**config.mk**
```make
export PLATFORM = sky130hd
export DESIGN_NAME = quadrature_encoder_gen
export DESIGN_NICKNAME = d
export VERILOG_FILES = /design/src/rtl/quadrature_pkg.sv /design/src/rtl/quad_edge_timer.sv /design/src/rtl/quadrature_encoder_gen.sv
export SDC_FILE = /design/constraint.sdc
export NUM_CORES = 1
export LEC_CHECK = 0
export ABC_CLOCK_PERIOD_IN_PS = 2600
export BUFFER_PORTS_ARGS = -buffer_cell sky130_fd_sc_hd__buf_2
export CAP_MARGIN = 20
export CORE_AREA = 2 2 104 106
export CTS_CLUSTER_SIZE = 30
export DETAILED_ROUTE_END_ITERATION = 8
export DIE_AREA = 0 0 106 108
export PLACE_DENSITY_LB_ADDON = 0.2
export SYNTH_ARGS = -nofsm -noshare
export SYNTH_HDL_FRONTEND = slang
export SYNTH_SLANG_ARGS = --single-unit
```
**constraint.sdc**
```tcl
create_clock -name clk -period 2.6 [get_ports clk]
set_clock_uncertainty 0.05 [all_clocks]
set_input_delay 0.26 -clock clk [delete_from_list [all_inputs] [get_ports clk]]
set_output_delay 0.26 -clock clk [all_outputs]
set_load 0.02 [all_outputs]
```
**src/rtl/quadrature_pkg.sv**
```systemverilog
// Shared types and constants for the quadrature encoder generator.
//   state_e    : controller states
//   PHASE_AB   : phase index p -> {a,b} line levels
//   DIR_CW/CCW : command direction encodings
//   phase_step : next phase index for one edge in a given direction
package quadrature_pkg;

    typedef enum logic [1:0] {
        ST_IDLE   = 2'd0,
        ST_RUN    = 2'd1,
        ST_SETTLE = 2'd2,
        ST_DONE   = 2'd3
    } state_e;

    // Gray sequence: index 0..3 -> 00, 10, 11, 01 (index 3 is the MSB slice)
    localparam logic [3:0][1:0] PHASE_AB = {2'b01, 2'b11, 2'b10, 2'b00};

    localparam logic DIR_CW  = 1'b1;
    localparam logic DIR_CCW = 1'b0;

    function automatic logic [1:0] phase_step(input logic [1:0] p, input logic dir);
        logic [1:0] p_next;
        if (dir == DIR_CCW) begin
            p_next = p - 2'd1;
        end else begin
            p_next = p + 2'd1;
        end
        return p_next;
    endfunction

endpackage

```
**src/rtl/quad_edge_timer.sv**
```systemverilog
// Loadable down-counter that ticks every (reload_val + 1) cycles while enabled.
//   clk, rst_n   : clock, async active-low reset
//   en           : count enable
//   load         : load load_val into the counter and clear the offset (priority over en)
//   load_val     : value loaded by load
//   reload_val   : value reloaded automatically on a tick
//   tick         : counter is at zero while enabled
//   offset       : cycles since the last tick/load, saturating
module quad_edge_timer
    import quadrature_pkg::*;
#(
    parameter int w_period = 16
) (
    input  logic                clk,
    input  logic                rst_n,
    input  logic                en,
    input  logic                load,
    input  logic [w_period-1:0] load_val,
    input  logic [w_period-1:0] reload_val,
    output logic                tick,
    output logic [w_period-1:0] offset
);

    localparam logic [w_period-1:0] ONE = w_period'(1);

    logic [w_period-1:0] cnt_q, cnt_d;
    logic [w_period-1:0] offset_q, offset_d;

    assign tick   = en && (cnt_q == '0);
    assign offset = offset_q;

    always_comb begin
        cnt_d    = cnt_q;
        offset_d = offset_q;
        if (load) begin
            cnt_d    = load_val;
            offset_d = '0;
        end else if (en) begin
            if (cnt_q == '0) begin
                cnt_d    = reload_val;
                offset_d = '0;
            end else begin
                cnt_d = cnt_q - ONE;
                if (offset_q != '1) begin
                    offset_d = offset_q + ONE;
                end
            end
        end
    end

    always_ff @(posedge clk or negedge rst_n) begin
        if (!rst_n) begin
            cnt_q    <= '0;
            offset_q <= '0;
        end else begin
            cnt_q    <= cnt_d;
            offset_q <= offset_d;
        end
    end

endmodule

```
**src/rtl/quadrature_encoder_gen.sv**
```systemverilog
// Quadrature A/B generator driven by step commands (valid/ready).
// Each accepted command emits cmd_steps edges spaced cmd_period cycles apart,
// settles for one more period, then pulses done. Optional contact bounce
// flips the toggling line back for bounce_n single cycles after each edge.
//   clk, rst_n            : clock, async active-low reset
//   cmd_valid / cmd_ready : command handshake (ready only in IDLE)
//   cmd_dir               : 1 = cw (A leads B), 0 = ccw
//   cmd_steps             : number of edges to emit
//   cmd_period            : cycles between edges, 0 treated as 1
//   abort                 : end the active command early
//   a, b                  : quadrature lines
//   busy                  : command in progress (RUN/SETTLE)
//   done                  : one-cycle completion pulse
//   position              : signed edge count, wraps
//
// state  | meaning
// IDLE   | waiting for a command, cmd_ready=1
// RUN    | emitting edges every period cycles
// SETTLE | last edge emitted, waiting out the final period
// DONE   | one-cycle done pulse, then back to IDLE
module quadrature_encoder_gen
    import quadrature_pkg::*;
#(
    parameter int w_steps  = 16,
    parameter int w_period = 16,
    parameter int w_pos    = 16,
    parameter int bounce_n = 0
) (
    input  logic                clk,
    input  logic                rst_n,
    input  logic                cmd_valid,
    output logic                cmd_ready,
    input  logic                cmd_dir,
    input  logic [w_steps-1:0]  cmd_steps,
    input  logic [w_period-1:0] cmd_period,
    input  logic                abort,
    output logic                a,
    output logic                b,
    output logic                busy,
    output logic                done,
    output logic [w_pos-1:0]    position
);

    localparam logic [w_period-1:0] PER_ONE   = w_period'(1);
    localparam logic [w_period-1:0] PER_TWO   = w_period'(2);
    localparam logic [w_steps-1:0]  STEPS_ONE = w_steps'(1);
    localparam logic [w_pos-1:0]    POS_ONE   = w_pos'(1);
    localparam int                  BOUNCE_LIM = 2 * bounce_n;

    state_e              state_q, state_d;
    logic [1:0]          p_q, p_d;
    logic [w_pos-1:0]    pos_q, pos_d;
    logic                dir_q, dir_d;
    logic [w_steps-1:0]  steps_left_q, steps_left_d;
    logic [w_period-1:0] period_q, period_d;
    logic                bounce_active_q, bounce_active_d;
    logic                bounce_on_a_q, bounce_on_a_d;

    logic                accept;
    logic                edge_now;
    logic                last_edge;
    logic [w_period-1:0] period_eff;
    logic                timer_en;
    logic                timer_load;
    logic [w_period-1:0] timer_load_val;
    logic                tick;
    logic [w_period-1:0] offset;
    logic                flip;
    logic [1:0]          ab_settled;

    assign period_eff = (cmd_period == '0) ? PER_ONE : cmd_period;
    assign accept     = (state_q == ST_IDLE) && cmd_valid;
    assign edge_now   = (state_q == ST_RUN) && tick;
    assign last_edge  = edge_now && (steps_left_q == STEPS_ONE);
    assign timer_en   = (state_q == ST_RUN) || (state_q == ST_SETTLE);

    // The final edge reloads period-2 so that, counting the DONE cycle itself,
    // done lands exactly one period after the last edge.
    assign timer_load     = accept || last_edge;
    assign timer_load_val = accept ? (period_eff - PER_ONE) : (period_q - PER_TWO);

    quad_edge_timer #(
        .w_period (w_period)
    ) u_timer (
        .clk        (clk),
        .rst_n      (rst_n),
        .en         (timer_en),
        .load       (timer_load),
        .load_val   (timer_load_val),
        .reload_val (period_q - PER_ONE),
        .tick       (tick),
        .offset     (offset)
    );

    always_comb begin
        state_d       = state_q;
        p_d           = p_q;
        pos_d         = pos_q;
        dir_d         = dir_q;
        steps_left_d  = steps_left_q;
        period_d      = period_q;
        bounce_on_a_d = bounce_on_a_q;

        case (state_q)
            ST_IDLE: begin
                if (accept) begin
                    dir_d        = cmd_dir;
                    steps_left_d = cmd_steps;
                    period_d     = period_eff;
                    state_d      = (cmd_steps != '0) ? ST_RUN : ST_DONE;
                end
            end
            ST_RUN: begin
                if (edge_now) begin
                    p_d           = phase_step(p_q, dir_q);
                    pos_d         = (dir_q == DIR_CW) ? (pos_q + POS_ONE) : (pos_q - POS_ONE);
                    steps_left_d  = steps_left_q - STEPS_ONE;
                    bounce_on_a_d = PHASE_AB[p_q][1] ^ PHASE_AB[p_d][1];
                    if (last_edge) begin
                        state_d = (period_q == PER_ONE) ? ST_DONE : ST_SETTLE;
                    end
                end
                if (abort) begin
                    state_d = ST_DONE;
                end
            end
            ST_SETTLE: begin
                if (tick || abort) begin
                    state_d = ST_DONE;
                end
            end
            ST_DONE: begin
                state_d = ST_IDLE;
            end
            default: begin
                state_d = ST_IDLE;
            end
        endcase

        // Bounce lives only while the command is active; leaving RUN/SETTLE
        // snaps the line to its settled level.
        bounce_active_d = (bounce_n > 0)
                       && ((state_d == ST_RUN) || (state_d == ST_SETTLE))
                       && (edge_now || bounce_active_q);
    end

    always_ff @(posedge clk or negedge rst_n) begin
        if (!rst_n) begin
            state_q         <= ST_IDLE;
            p_q             <= 2'd0;
            pos_q           <= '0;
            dir_q           <= DIR_CW;
            steps_left_q    <= '0;
            period_q        <= '0;
            bounce_active_q <= 1'b0;
            bounce_on_a_q   <= 1'b0;
        end else begin
            state_q         <= state_d;
            p_q             <= p_d;
            pos_q           <= pos_d;
            dir_q           <= dir_d;
            steps_left_q    <= steps_left_d;
            period_q        <= period_d;
            bounce_active_q <= bounce_active_d;
            bounce_on_a_q   <= bounce_on_a_d;
        end
    end

    // Odd offsets below 2*bounce_n show the old level; the offset restarts on
    // every edge, which truncates any unfinished bounce.
    assign flip       = bounce_active_q && offset[0] && (int'(offset) < BOUNCE_LIM);
    assign ab_settled = PHASE_AB[p_q];

    assign a         = ab_settled[1] ^ (flip & bounce_on_a_q);
    assign b         = ab_settled[0] ^ (flip & ~bounce_on_a_q);
    assign busy      = (state_q == ST_RUN) || (state_q == ST_SETTLE);
    assign done      = (state_q == ST_DONE);
    assign cmd_ready = (state_q == ST_IDLE);
    assign position  = pos_q;

endmodule
```
# == Yosys cells after proc, flatten, opt, wreduce, memory -nomap -nowiden ==
# Cells that the tools add are included.
# word_totals
in_bits,37
regBits,69
output_inout_bits,21
# op_classes
order_cmp,1
addsub,9
n_mux,20
reduce_logical,17
eq_ne,10
# ops
cell,count
16-bit 2-to-1 mux,8
16-bit by 1-bit subtractor with 16-bit output (second input constant),5
16-bit by 1-bit == test with 1-bit output (second input constant),2
16-bit logical NOT,2
16-bit one-hot mux with 2 select lines,1
16-bit by 1-bit adder with 16-bit output (second input constant),1
2-bit 2-to-1 mux,8
16-bit nonzero test,1
16-bit by 2-bit subtractor with 16-bit output (second input constant),1
2-bit one-hot mux with 4 select lines,1
3-bit inequality test (second input constant),2
2-bit binary-select mux with 2-bit select,1
2-bit == test (second input constant),2
1-bit logical AND,4
2-bit inequality test (second input constant),2
2-bit AND reduction,2
4-bit AND reduction,1
2-bit nonzero test,2
1-bit logical OR,3
2-bit by 3-bit less-than comparator with 1-bit output (second input constant),1
3-bit AND reduction,1
2-bit by 1-bit adder with 2-bit output (second input constant),1
2-bit by 1-bit == test with 1-bit output (second input constant),1
2-bit logical NOT,1
other kinds (3),3

# == Longest topological paths before layout ==
# Gate-level depths: netlist of run 1.
# depth
word_depth,9
mapped_depth,11
depth_no_buf,11

# == Modules after synthesis ==
# From an unflattened synthesis of run 1, not the netlist that was laid out.
# hier_totals
hier_cells,775
hier_area_um2,6427.4
# modules_own_cells
mod,cells_per_inst,area_per_inst_um2,n_inst
quadrature_encoder_gen,502,4152.7,1
quad_edge_timer,273,2274.7,1

# == Least setup slack after synthesis of run 1 ==
# Ideal clock, no wire load.
# synth_timing
kind,register to register
start,register dir_q
end,register pos_q[12] (netlist: position[12])
arrival_ns,2.350
path_buffers,0
slack_ns,0.064
setup_time_ns,0.136
stages_incl_launch_ff,10
path_cell_list,dfstp_2 inv_1 fa_1 a21o_1 a21o_1 a21oi_1 nor4b_1 a211oi_1 xor2_1 o21ai_0
# synth_via
elab_chain_len,1
# synth_lines
item,line,rtl
start: declaration,quadrature_encoder_gen.sv:53,"logic dir_q, dir_d;"
start signal: assignment,quadrature_encoder_gen.sv:161,dir_q <= dir_d;
16-bit 2-to-1 mux,quadrature_encoder_gen.sv:116,pos_d = (dir_q == DIR_CW) ? (pos_q + POS_ONE) : (pos_q - POS_ONE);
end signal: assignment,quadrature_encoder_gen.sv:160,pos_q <= pos_d;
end: declaration,quadrature_encoder_gen.sv:52,"logic [w_pos-1:0] pos_q, pos_d;"
# No other way between the ends.
# A chain may end at the register's enable or synchronous reset.

# == Final worst setup path of run 1 ==
# layout_timing
start,register dir_q
end,register pos_q[15] (netlist: position[15])
# The elaborated chain is that of the path after synthesis.

==> qor.csv, run 1 <==
stage,metric,value,unit
synth,cell area after synthesis,0.00541,mm2
synth,Ys Warns,0,
timing,post-route clock period utilization,0.994,
synth,Mapped Cells,669,
drt,via count,5534,
timing,Final min period,2.59,ns
synth,"Primary FF master, synth",dfrtp_1,
timing,max-slew violations,0,
placement,Post-DP HPWL,11.4,mm
critical_path,critical path class,flop to flop,
synth,"Seq/Total Area, Yosys",0.320,
layout,ant diodes,0,
global_route,largest net degree at the start of global routing,37,
synth,"EDFF count, synth",0,
critical_path,Critical-path top delay cell,dfstp_2,
timing,Slew Limit Headroom,0.668,
placement,# port buffers,57,
layout,layout cell share with drive strength beyond 1,0.244,
floorplanning,Initial Utilization,0.529,
min_path,Hold Crit Start,cmd_period[15],
floorplanning,die extent in y,108,um
synth,flip-flop and latch count after synthesis,69,
critical_path,r2r startpoint,dir_q,
power_and_ir_drop,Peak supply drop,624,uV
synth,"Net Count, Synth",734,
critical_path,worst path bufs/invs,3,
drt,1st-pass router iterations,5,
global_route,first-pass GRT wire length,25.4,mm
synth,"top cells by area, synth","dfrtp_1, nand2_1, ha_1",
floorplanning,FP Rows,37,
synth,"Distinct cells, synth",72,
drt,Initial DRC Count,395,
drt,Routed Antenna Nets,0,
drt,Post-route DRC,0,
timing,worst-margin pin slew,0.498,ns
placement,gpl congestion,0.933,
global_route,Tot GR Track Use,0.277,
critical_path,WP data arrival,2.76,ns
timing,top achievable clock speed,0.387,GHz
timing,Final setup viols,0,
synth,"area leader, netlist",dfrtp_1,
floorplanning,Die ar.,0.0114,mm2
global_route,initial antenna violation count,0,
critical_path,cell family with most CP delay,compound AO/OA/AOI/OAI gates,
clock_network,CTS tree,done,
synth,Syn Area/Cell,8.08,um2
layout,Final Core Density,0.657,
critical_path,CP endpoint kind,flop,
critical_path,Crit path largest cell delay,0.60,ns
power_and_ir_drop,Leak,2.96,nW
layout,P&R area growth vs syn,24.4,%
drt,drt wl/cell,17.1,um
min_path,Hold Crit Class,input port to flop,
clock_network,H-Tree Level Count,3,
timing,setup TNS,0,ns
floorplanning,Die X-Extent,106,um
clock_network,clock slew at reported path FFs,0.08,ns
global_route,total grt overflow,0,
drt,vias per inst,6.03,
critical_path,worst-path maximum fanout,4,
run_status,status,"complete, no violations",
drt,total wire length,15.7,mm
timing,final hold violation count,0,
clock_network,CTS root buf,clkbuf_8,
synth,ys async rst share,1.00,
layout,final net count,842,
clock_network,clk buf depth,2,
critical_path,startpoint types,flop,
timing,RSZ-0062 raised after global routing,true,
timing,Fin Hold WS,0.0921,ns
synth,post-synth top area share,0.315,
power_and_ir_drop,pwr/cell area,1040,mW/mm2
power_and_ir_drop,power consumption,7.01,mW
critical_path,cell chain of the critical path,"buf_12, clkinvlp_4, ha_4, a21o_1, a21oi_2, o21ai_0, buf_4, a21bo_4, nor4_2, nor3_2, xnor2_1",
global_route,vias in the first global route,5155,
clock_network,clk_lat worst skew,0.34,ns
clock_network,CTS Sinks,69,
floorplanning,area of the core,0.0102,mm2
clock_network,total CTS buffers,9,
run,Max-Cap Viols,0,
floorplanning,IO Count,58,
critical_path,Worst setup startpoint,dir_q,
critical_path,worst path required time,2.78,ns
==> worst paths after layout <==
kind	to	slack, ns	depth (start not counted)
min in group asynchronous	steps_left_q[5]	0.44	3
min reg2reg	position[15]	0.42	1
max reg2reg	position[15]	0.01	11
min	period_q[15]	0.09	3
max	position[15]	0.01	11
max in group asynchronous	u_timer.cnt_q[5]	1.68	3
==> cell families after synthesis <==
| family | count (synthesis) | share of synthesized area |
|---|---|---|
| AND/OR/NAND/NOR | 285 | 0.269 |
| AO/OA/AOI/OAI | 171 | 0.198 |
| flip-flops | 69 | 0.320 |
| XOR/XNOR | 59 | 0.0956 |
| buffers and inverters | 50 | 0.0386 |
| adder cells (fa/ha/maj) | 28 | 0.0662 |
| multiplexers | 7 | 0.0130 |
==> metrics by stage <==
| step | instances | cell area [um2] | setup WS (ns) |
|---|---|---|---|
| after floorplan | 669 | 5410 | 0.0636 |
| after global placement | 890 | 6180 | 0.0152 |
| after detailed placement | 890 | 6180 | -0.0135 |
| after CTS | 907 | 6370 | 0.00260 |
| after global routing | 918 | 6730 | -0.0966 |
| final | 918 | 6730 | 0.0145 |
==> cell usage in the layout (no fill, tap or decap), types with 4 or more instances in the layout <==
| cell | Yosys | routed |
|---|---|---|
| a211oi_1 | 9 | 9 |
| a21o_1 | 9 | 9 |
| a21oi_1 | 40 | 33 |
| a21oi_2 | 0 | 5 |
| a22oi_1 | 9 | 9 |
| a31oi_1 | 7 | 7 |
| and2_1 | 5 | 5 |
| and3_1 | 6 | 6 |
| buf_2 | 5 | 57 |
| buf_4 | 2 | 68 |
| clkbuf_8 | 0 | 12 |
| dfrtp_1 | 68 | 68 |
| ha_1 | 27 | 15 |
| ha_4 | 0 | 9 |
| inv_1 | 15 | 14 |
| mux2i_1 | 7 | 7 |
| nand2_1 | 107 | 106 |
| nand2b_1 | 5 | 5 |
| nand3_1 | 20 | 20 |
| nand4_1 | 6 | 6 |
| nor2_1 | 41 | 40 |
| nor2b_1 | 4 | 4 |
| nor3_1 | 29 | 27 |
| nor4_1 | 16 | 15 |
| nor4b_1 | 6 | 5 |
| o211ai_1 | 6 | 6 |
| o21ai_0 | 54 | 50 |
| o22ai_1 | 7 | 7 |
| or3_1 | 13 | 12 |
| or4_1 | 5 | 5 |
| xnor2_1 | 32 | 32 |
| xor2_1 | 27 | 27 |
==> metal layers <==
metal	wire, um	GRT usage	vias up
li1	-	-	2655
met2	7480	0.465	220
met3	837	0.0416	29
met5	0	0	-
met4	277	0.0855	0
met1	7080	0.372	2630
==> final cells by class <==
class                   count  area [um2]
fillers                   883        3500
clock buffers              15         176
clock inverters             1        5.00
flip-flops and latches     69        1730
repair buffers            130         860
well taps                 136         170
multi-input cells         550        3720
inverters                  16        63.8
repair inverters            1        7.51
==> registers in the layout (all words and copies together) (netlist names) <==
name,cells
u_timer.cnt_q,16
state_q,2
p_q,2
steps_left_q,16
position,16
period_q,16
dir_q,1
==> tightest hold or removal path: cells and delay by family <==
kind / cells / cell delay [ns]
buffers and inverters: 1 / 0.10
and+or+nand+nor: 2 / 0.10
==> synthesized netlist by cell type (all sizes together) (9+ instances only) <==
master and count:
nor2 42, buf 11, nor4 20, nor3 30, nand2 107, clkbuf 23
ha 27, a211oi 9, xor2 27, a21o 9, inv 15, nand3 20
a22oi 9, o21ai 54, xnor2 32, a21oi 40, dfrtp 68, or3 14
==> power by group <==
group | switching [mW] | leakage [nW] | total [mW] | internal [mW]
Clock | 0.415 | 0.0937 | 0.841 | 0.426
Sequential | 0.545 | 0.866 | 2.03 | 1.48
Combinational | 2.31 | 2.00 | 4.15 | 1.84
==> repair_timing <==
action / in CTS / in global routing
buffers inserted: 0 / 10
endpoints found under the hold margin: 68 / 0
gates cloned: 0 / 1
hold buffers: 1 / 0
endpoints found under the setup margin: 2 / 29
pin swaps: 0 / 20
resized for setup: 1 / 51
(Power assumes the default switching activity.)
==> inputs of run 2 (changes only) <==
Settings changed: PLACE_DENSITY from default to 0.83, PLACE_DENSITY_LB_ADDON 0.2 to default.
==> qor.csv, run 2 (synthesis gave the netlist of run 1 again) <==
stage,metric,value,unit
global_route,largest net degree at the start of global routing,31,
critical_path,Critical-path top delay cell,dfstp_2,
critical_path,worst reg2reg setup slack,-0.05,ns
critical_path,critical path's most frequent cell,buf_6,
power_and_ir_drop,pwr/cell area,1060,mW/mm2
floorplanning,IO Count,58,
global_route,routing usage on met2,0.482,
min_path,Hold Crit Class,input port to flop,
clock_network,CTS tree,done,
global_route,initial antenna violation count,0,
timing,Slew Limit Headroom,0.648,
timing,worst-margin pin slew,0.528,ns
critical_path,startpoint types,flop,
placement,gpl congestion,0.967,
layout,Fill cells,842,
timing,setup slack after layout,-0.0529,ns
drt,Initial DRC Count,615,
layout,"most common cell after layout, fill and taps aside",nand2_1,
layout,layout cell share with drive strength beyond 1,0.234,
drt,drt wl/cell,17.9,um
global_route,gr busiest metal,met2,
critical_path,Crit path largest cell delay,0.57,ns
placement,placed cell area,0.00608,mm2
critical_path,reg2reg path depth,10,
clock_network,clk buf depth,2,
global_route,Tot GR Track Use,0.280,
layout,Post-Layout Cell Count,902,
power_and_ir_drop,power consumption,6.99,mW
run,Max-Cap Viols,0,
global_route,first-pass GRT wire length,26.0,mm
clock_network,H-Tree Level Count,3,
timing,max-slew violations,0,
critical_path,critical path class,flop to flop,
floorplanning,Die ar.,0.0114,mm2
timing,RSZ-0062 raised after global routing,true,
layout,P&R area growth vs syn,22.5,%
critical_path,WP data arrival,2.83,ns
global_route,total grt overflow,0,
layout,Final Core Density,0.647,
global_route,vias in the first global route,5377,
clock_network,CTS Sinks,69,
power_and_ir_drop,Leak,2.89,nW
timing,final hold violation count,0,
timing,Fin Hold WS,0.0940,ns
timing,Final min period,2.65,ns
min_path,Hold Crit Start,cmd_period[6],
critical_path,worst path required time,2.77,ns
global_route,routing usage on met3,0.0458,
placement,dpl cells,877,
critical_path,Worst setup startpoint,dir_q,
floorplanning,die extent in y,108,um
placement,Place WS,-0.0202,ns
drt,via count,5604,
critical_path,cell chain of the critical path,"clkinvlp_4, buf_6, ha_4, a2111o_1, a21oi_4, buf_6, buf_4, nor2_1, xnor2_1, o21ai_1",
placement,Post-DP HPWL,11.5,mm
critical_path,r2r startpoint,dir_q,
layout,most frequent cells in the layout,"nand2_1, dfrtp_1, buf_2",
critical_path,worst-path maximum fanout,8,
drt,Post-route DRC,0,
floorplanning,Initial Utilization,0.529,
drt,1st-pass router iterations,5,
power_and_ir_drop,Peak supply drop,519,uV
layout,Final Instance Area,0.00662,mm2
clock_network,CTS root buf,clkbuf_8,
timing,Final setup viols,3,
layout,ant diodes,0,
timing,setup TNS,-0.114,ns
critical_path,CP endpoint kind,flop,
timing,post-route clock period utilization,1.02,
placement,# port buffers,57,
drt,total wire length,16.2,mm
floorplanning,area of the core,0.0102,mm2
drt,Routed Antenna Nets,0,
clock_network,clock slew at reported path FFs,0.07,ns
min_path,endpoint of the worst hold-timing path,period_q[6],
layout,final net count,826,
global_route,met1 GRT Util,0.367,
clock_network,total CTS buffers,9,
run_status,status,"finished, violations left",
drt,vias per inst,6.21,
critical_path,worst path bufs/invs,4,
clock_network,clk_lat worst skew,0.34,ns
critical_path,cell family with most CP delay,compound AO/OA/AOI/OAI gates,
floorplanning,Die X-Extent,106,um
floorplanning,FP Rows,37,
min_path,WHS Path Cells,3,
critical_path,worst r2r dst,position[8],
run_status,failing checks,negative setup slack,
timing,top achievable clock speed,0.377,GHz
[run 2: changes by cell type in the layout (fill, tap and decap cells not counted), sizes merged]
cell	before	now
clkbuf	15	14
bufinv	0	1
buf	129	114
clkinvlp	2	1
[run 2: layer usage]
layer,share of wire,vias to the layer above
met5,0,-
met4,0.020,0
met3,0.060,39
met2,0.50,249
met1,0.42,2707
li1,-,2609
[run 2: worst max path at each step]
stage / endpoint / slack (ns) / cells past startpoint
after floorplan: position[12] / 0.06 / 9
after global routing: position[8] / -0.17 / 10
after CTS: position[15] / -0.01 / 10
after global placement: u_timer.cnt_q[8] / 0.08 / 11
after detailed placement: position[12] / -0.02 / 10
final: position[8] / -0.05 / 10
[run 2: power breakdown]
group / switching (mW) / internal [mW] / leakage [nW]
Combinational: 2.32 / 1.73 / 1.93
Clock: 0.412 / 0.471 / 0.0947
Sequential: 0.571 / 1.48 / 0.866
[run 2: worst reg2reg max path, delay by kind of cell, from the launching register on]
kind | cells | cell delay, ns
DFF | 1 | 0.57
xor gates and xnor gates | 1 | 0.24
adders and majority gates | 1 | 0.18
buffers and inverters | 4 | 0.71
AOI/OAI and AO/OA | 3 | 0.73
and+or+nand+nor | 1 | 0.04
[run 2: area by class of cell]
class                   instances  area, um2  area share
clock buffers                  14        153      0.0230
multi-input cells             550       3740       0.564
well taps                     136        170      0.0257
flip-flops and latches         69       1730       0.261
clock inverters                 2       35.0     0.00529
inverters                      16       63.8     0.00963
repair buffers                115        738       0.111
[run 2: repair_timing]
action | 4_1_cts | 5_1_grt
setup endpoints to repair | 6 | 26
hold buffers | 1 | 0
pin swaps | 0 | 23
buffers inserted | 0 | 8
gates resized for setup | 5 | 58
endpoints found under the hold margin | 20 | 0
